File: src/rtl/req_chan_rcvr.sv
// req_chan_rcvr: request-channel receiver with command FIFO, flush/drain
// FSM and sticky unsupported-atomic error capture.
//
// Ports:
//   clk, rst_n        clock, async active-low reset
//   a_valid/a_ready   request handshake from master
//   a_id, a_addr      request ID and address
//   a_atop            atomic opcode (only zero supported)
//   cmd_valid/ready   head-of-queue handshake to slave core
//   cmd_id, cmd_addr  head entry fields
//   flush             pulse requesting drain; flush_done pulses on completion
//   atop_err, err_sid, err_id   sticky atomic error and its capture
//   q_count           queue occupancy
module req_chan_rcvr #(
   parameter int         RQR_AW   = 2,
   parameter logic [1:0] RQR_S_ID = 2'b00
) (
   input  logic              clk,
   input  logic              rst_n,
   input  logic              a_valid,
   output logic              a_ready,
   input  logic [3:0]        a_id,
   input  logic [31:0]       a_addr,
   input  logic [5:0]        a_atop,
   output logic              cmd_valid,
   input  logic              cmd_ready,
   output logic [3:0]        cmd_id,
   output logic [31:0]       cmd_addr,
   input  logic              flush,
   output logic              flush_done,
   output logic              atop_err,
   output logic [1:0]        err_sid,
   output logic [3:0]        err_id,
   output logic [RQR_AW:0]   q_count
);

   localparam int DEPTH = 2 ** RQR_AW;
   localparam logic [RQR_AW:0] FULL = (RQR_AW + 1)'(DEPTH);

   typedef enum logic [1:0] {
      RUN   = 2'd0,
      DRAIN = 2'd1,
      DONE  = 2'd2
   } state_t;

   state_t state, state_nxt;

   logic [35:0]       mem [DEPTH];
   logic [RQR_AW-1:0] wr_ptr;
   logic [RQR_AW-1:0] rd_ptr;
   logic [RQR_AW:0]   count_nxt;

   logic accept;
   logic push;
   logic pop;
   logic atop_hit;

   // Ready comes from registered state only, so no path from a_* to a_ready.
   assign a_ready   = (state == RUN) && (q_count != FULL);
   assign cmd_valid = (q_count != '0);
   assign cmd_id    = mem[rd_ptr][35:32];
   assign cmd_addr  = mem[rd_ptr][31:0];
   assign err_sid   = RQR_S_ID;
   assign flush_done = (state == DONE);

   assign accept   = a_valid && a_ready;
   assign push     = accept && (a_atop == 6'd0);
   assign atop_hit = accept && (a_atop != 6'd0);
   assign pop      = cmd_valid && cmd_ready;

   always_comb begin
      count_nxt = q_count;
      unique case ({push, pop})
         2'b10:   count_nxt = q_count + 1'b1;
         2'b01:   count_nxt = q_count - 1'b1;
         default: count_nxt = q_count;
      endcase
   end

   // Drain completion looks at the post-pop occupancy so the last pop
   // and the DONE transition share a cycle.
   always_comb begin
      state_nxt = state;
      unique case (state)
         RUN:     if (flush) state_nxt = DRAIN;
         DRAIN:   if (count_nxt == '0) state_nxt = DONE;
         DONE:    state_nxt = RUN;
         default: state_nxt = RUN;
      endcase
   end

   always_ff @(posedge clk or negedge rst_n) begin
      if (!rst_n) begin
         state    <= RUN;
         wr_ptr   <= '0;
         rd_ptr   <= '0;
         q_count  <= '0;
         atop_err <= 1'b0;
         err_id   <= 4'd0;
      end else begin
         state   <= state_nxt;
         q_count <= count_nxt;
         if (push) wr_ptr <= wr_ptr + RQR_AW'(1);
         if (pop)  rd_ptr <= rd_ptr + RQR_AW'(1);
         if (atop_hit) begin
            atop_err <= 1'b1;
            if (!atop_err) err_id <= a_id;
         end
      end
   end

   // Storage needs no reset; occupancy gates its visibility.
   always_ff @(posedge clk) begin
      if (push) mem[wr_ptr] <= {a_id, a_addr};
   end

endmodule

File: config.mk
export PLATFORM = sky130hd
export DESIGN_NAME = req_chan_rcvr
export DESIGN_NICKNAME = d
export VERILOG_FILES = /design/src/rtl/req_chan_rcvr.sv
export SDC_FILE = /design/constraint.sdc
export NUM_CORES = 1
export LEC_CHECK = 0
export BUFFER_PORTS_ARGS = -buffer_cell sky130_fd_sc_hd__buf_2
export CAP_MARGIN = 20
export CORE_UTILIZATION = 50
export DETAILED_ROUTE_END_ITERATION = 8
export GPL_TIMING_DRIVEN = 1
export PLACE_DENSITY = 0.86
export SLEW_MARGIN = 10
export SYNTH_ARGS = -nofsm -noshare
export SYNTH_HDL_FRONTEND = slang
export SYNTH_SLANG_ARGS = --single-unit
File: constraint.sdc
create_clock -name clk -period 2.7 [get_ports clk]
set_input_delay 0.54 -clock clk [delete_from_list [all_inputs] [get_ports clk]]
set_output_delay 0.54 -clock clk [all_outputs]
set_load 0.005 [all_outputs]
==> impl_metrics.py <==
metrics = {
    "synth": {
        "yosysTopAreaCellShare_pct": 72.8,
        "ys_seq_area_share_pct": 78.8,
        "synth_mux_area_share_pct": 14.9,
        "synthAdderAreaFrac_pct": 1.39,
        "async_flop_share_pct": 8.86,
        "synth-compound-area-share_pct": 0.443,
        "synth_top_family_by_area": "multiplexers",
        "yosys.area_share.simple_pct": 2.28,
        "synth_top_area_cell": "edfxtp_1",
        "yosysUniqueCellTypes": 30,
        "synth-seq-cells": 158,
        "yosysWarnings": 0,
        "synthFlopType": "edfxtp_1",
        "syn_avg_cell_area_um2": 23.2,
        "synth_enable_flop_cells": 144,
        "yosys-top-cells-area": "edfxtp_1 (73%), mux4_2 (14%), dfrtp_1 (5.9%)",
        "synthXorXnorAreaFrac_pct": 0.885,
        "synth_cells": 256,
        "syn-cell-area_um2": 5940,
    },
    "setup_path": {
        "start_kind": "register",
        "cp_cell_sequence": "nor3b_1, or4b_4, nor2_4, inv_1, ha_2, inv_1, fa_1, nor2b_1, nand2_1, o21ai_0, and4b_1",
        "slowest_stage": "or4b_4",
        "endpoint_kind": "register",
        "critPathMaxFanout": 2,
        "cp.arrival_ns": 2.91,
        "slowest_delay_ns": 0.57,
        "criticalPathCategory": "register to register",
        "worst-endpoint-required_ns": 2.99,
        "path_buf_inv": 2,
        "critPathTopFamily": "simple AND/OR/NAND/NOR gates",
        "cp_common_cell": "inv_1",
    },
    "global_route": {
        "met3_usage_pct": 5.58,
        "grt_max_degree": 39,
        "grt_pass1_wl_um": 15900,
        "top_usage_layer": "met2",
        "antenna_found_initial": 0,
        "met1_usage_pct": 20.3,
        "grt_util_all_layers_pct": 17.7,
        "grt_use_met2_pct": 31.7,
        "gr-total-overflow": 0,
        "first_global_vias": 3074,
    },
    "timing": {
        "fin_skew_ns": 0.0110,
        "fin_crit_sh_pct": 97.2,
        "rsz0062_at_grt": "no",
        "slew_viol_final": 0,
        "min_period_ns": 2.62,
        "finalSetupViolCount": 0,
        "finalHoldViolations": 0,
        "hold_ws_ns": 0.0226,
        "fmaxAchievable_ghz": 0.381,
    },
    "placement": {
        "gp_congestion": 0.742,
        "hpwlAfterDp_um": 6370,
        "dp_cells": 494,
        "port_buffers": 93,
    },
    "power": {
        "leakagePower_nw": 2.58,
        "switchingPower_mw": 1.71,
        "p_comb_share_pct": 24.3,
        "pwr-share-seq_pct": 42.9,
        "max-vdd-ir-drop_uv": 579,
        "clock_power_share_pct": 32.8,
        "netSwitchingFraction_pct": 25.7,
        "internal_power_mw": 4.94,
        "power_density_nw_per_um2": 917,
    },
    "drt": {
        "wl_per_cell_um": 19.3,
        "drt-vias-per-instance": 5.36,
        "postRouteAntennaNets": 0,
        "vias": 2828,
        "dr.pass1.iters": 6,
        "wl_um": 10200,
        "drt_iter0_drc": 210,
        "drc": 21,
    },
    "layout": {
        "diodes": 0,
        "utilization_pct": 63.0,
        "drive_gt1_share_pct": 48.6,
        "syn_to_final_growth_pct": 22.2,
        "final_common_cell": "edfxtp_1",
        "final_cell_mix": "edfxtp_1 (144), buf_2 (93), mux4_2 (36), clkbuf_16 (17), dfrtp_1 (11)",
        "fin_cells": 528,
        "fin_nets": 425,
    },
    "die": {
        "ios": 96,
        "die_h_um": 111,
        "num_rows": 39,
        "dieArea_um2": 12300,
        "core_region_area_um2": 11500,
        "die_w_um": 111,
        "initial_core_util_pct": 51.5,
    },
    "clocking": {
        "numClockSinks": 158,
        "cts.path.max_buffers": 2,
        "root_buffer": "clkbuf_16",
        "cts_inserted_buffers": 17,
        "cts.clk_slew.worst_paths_ns": 0.06,
        "cts_tree": "done",
        "cts-htree-levels": 4,
        "clk-insertion-delay-late_ns": 0.41,
    },
    "flow_run": {
        "drv_cap": 0,
    },
    "outcome": {
        "violations": "DRC",
        "status": "finished, violations left",
    },
    "hold_path": {
        "hold_path.class": "input pin to async pin",
    },
}
## cells in the mapped netlist (2+ instances only)
cell type / number
mux2_4: 4
nand2_1: 4
dfrtp_1: 14
edfxtp_1: 144
and2_1: 5
buf_4: 2
inv_1: 8
nor2b_1: 2
ha_1: 5
clkbuf_1: 4
nor2_1: 4
xnor2_1: 4
xor2_1: 2
buf_2: 3
mux4_2: 36
## cells by family (layout without fill, tap and decap cells)
kind of cell    after synthesis  after routing
buf+inv                      18            146
other cells                   1              2
compound gates                4              4
xor+xnor                      6              6
flops                       158            158
mux                          41             41
fa+ha+maj                     6              6
simple gates                 22             22
## flip-flops by register name, summed over array words and instances (netlist names)
signal / count
rd_ptr: 2
mem: 144
atop_err: 1
wr_ptr: 2
q_count: 3
err_id: 4
state: 2
## layout make-up
cell class | instances | area (um2)
Sequential cell | 158 | 4680
Fill cell | 800 | 4270
Multi-Input combinational cell | 81 | 1200
Timing Repair Buffer | 106 | 613
Clock buffer | 18 | 429
Tap cell | 143 | 179
Clock inverter | 14 | 120
Inverter | 8 | 30.0
## metal layers
layer | wire length [um] | part of all wire (%)
met1 | 4110 | 40
met2 | 5550 | 54
met3 | 465 | 4.6
met4 | 53 | 0.52
met5 | 0 | 0
## per-stage QoR
| step | cell area [um2] | power [mW] | setup TNS, ns | setup slack (ns) |
|---|---|---|---|---|
| 2_1_floorplan | 5940 | 3.90 | 0 | 0.0157 |
| 3_3_place_gp | 6680 | 4.48 | 0 | 0.0861 |
| 3_5_place_dp | 6680 | 4.52 | -0.123 | -0.0875 |
| 4_1_cts | 7240 | 6.72 | 0 | 0.00691 |
| 5_1_grt | 7250 | 6.94 | 0 | 0.0104 |
| 6_report | 7250 | 6.65 | 0 | 0.0762 |
## power groups by stage
stage / clock (mW) / combinational (mW) / sequential [mW]
floorplan: 0 / 1.02 / 2.88
global placement: 0 / 1.60 / 2.89
detailed placement: 0 / 1.62 / 2.90
CTS: 2.22 / 1.65 / 2.85
global route: 2.32 / 1.76 / 2.86
finish: 2.18 / 1.62 / 2.85
## repair_timing
| item | in CTS | in global routing |
|---|---|---|
| gates cloned | 0 | 0 |
| gates resized for setup | 2 | 2 |
| setup endpoints to repair | 2 | 2 |
| hold buffers | 0 | 0 |
| buffers inserted | 1 | 1 |
| pin swaps | 0 | 3 |
## worst reg2reg max path: stages (launching register included)
cell and delay (ns):
dfrtp_1 0.38, nor3b_1 0.15, or4b_4 0.57, nor2_4 0.12, inv_1 0.05, ha_2 0.19, inv_1 0.07, fa_1 0.40
nor2b_1 0.16, nand2_1 0.07, o21ai_0 0.11, and4b_1 0.23
## worst paths after layout
check / start / endpoint / slack (ns) / cells past startpoint
hold / removal: rst_n / q_count[1]$_DFF_PN0_ / 0.02 / 1
hold reg to reg: atop_err$_DFFE_PN0P_ / atop_err$_DFFE_PN0P_ / 0.50 / 1
max in group asynchronous: rst_n / rd_ptr[1]$_DFFE_PN0P_ / 2.40 / 1
min in group clk: a_addr[20] / mem[2][20]$_DFFE_PP_ / 0.34 / 1
setup reg to reg: q_count[2]$_DFF_PN0_ / state[1]$_DFFE_PN0P_ / 0.08 / 11
setup / recovery: q_count[2]$_DFF_PN0_ / state[1]$_DFFE_PN0P_ / 0.08 / 11
(Power assumes the default switching activity.)
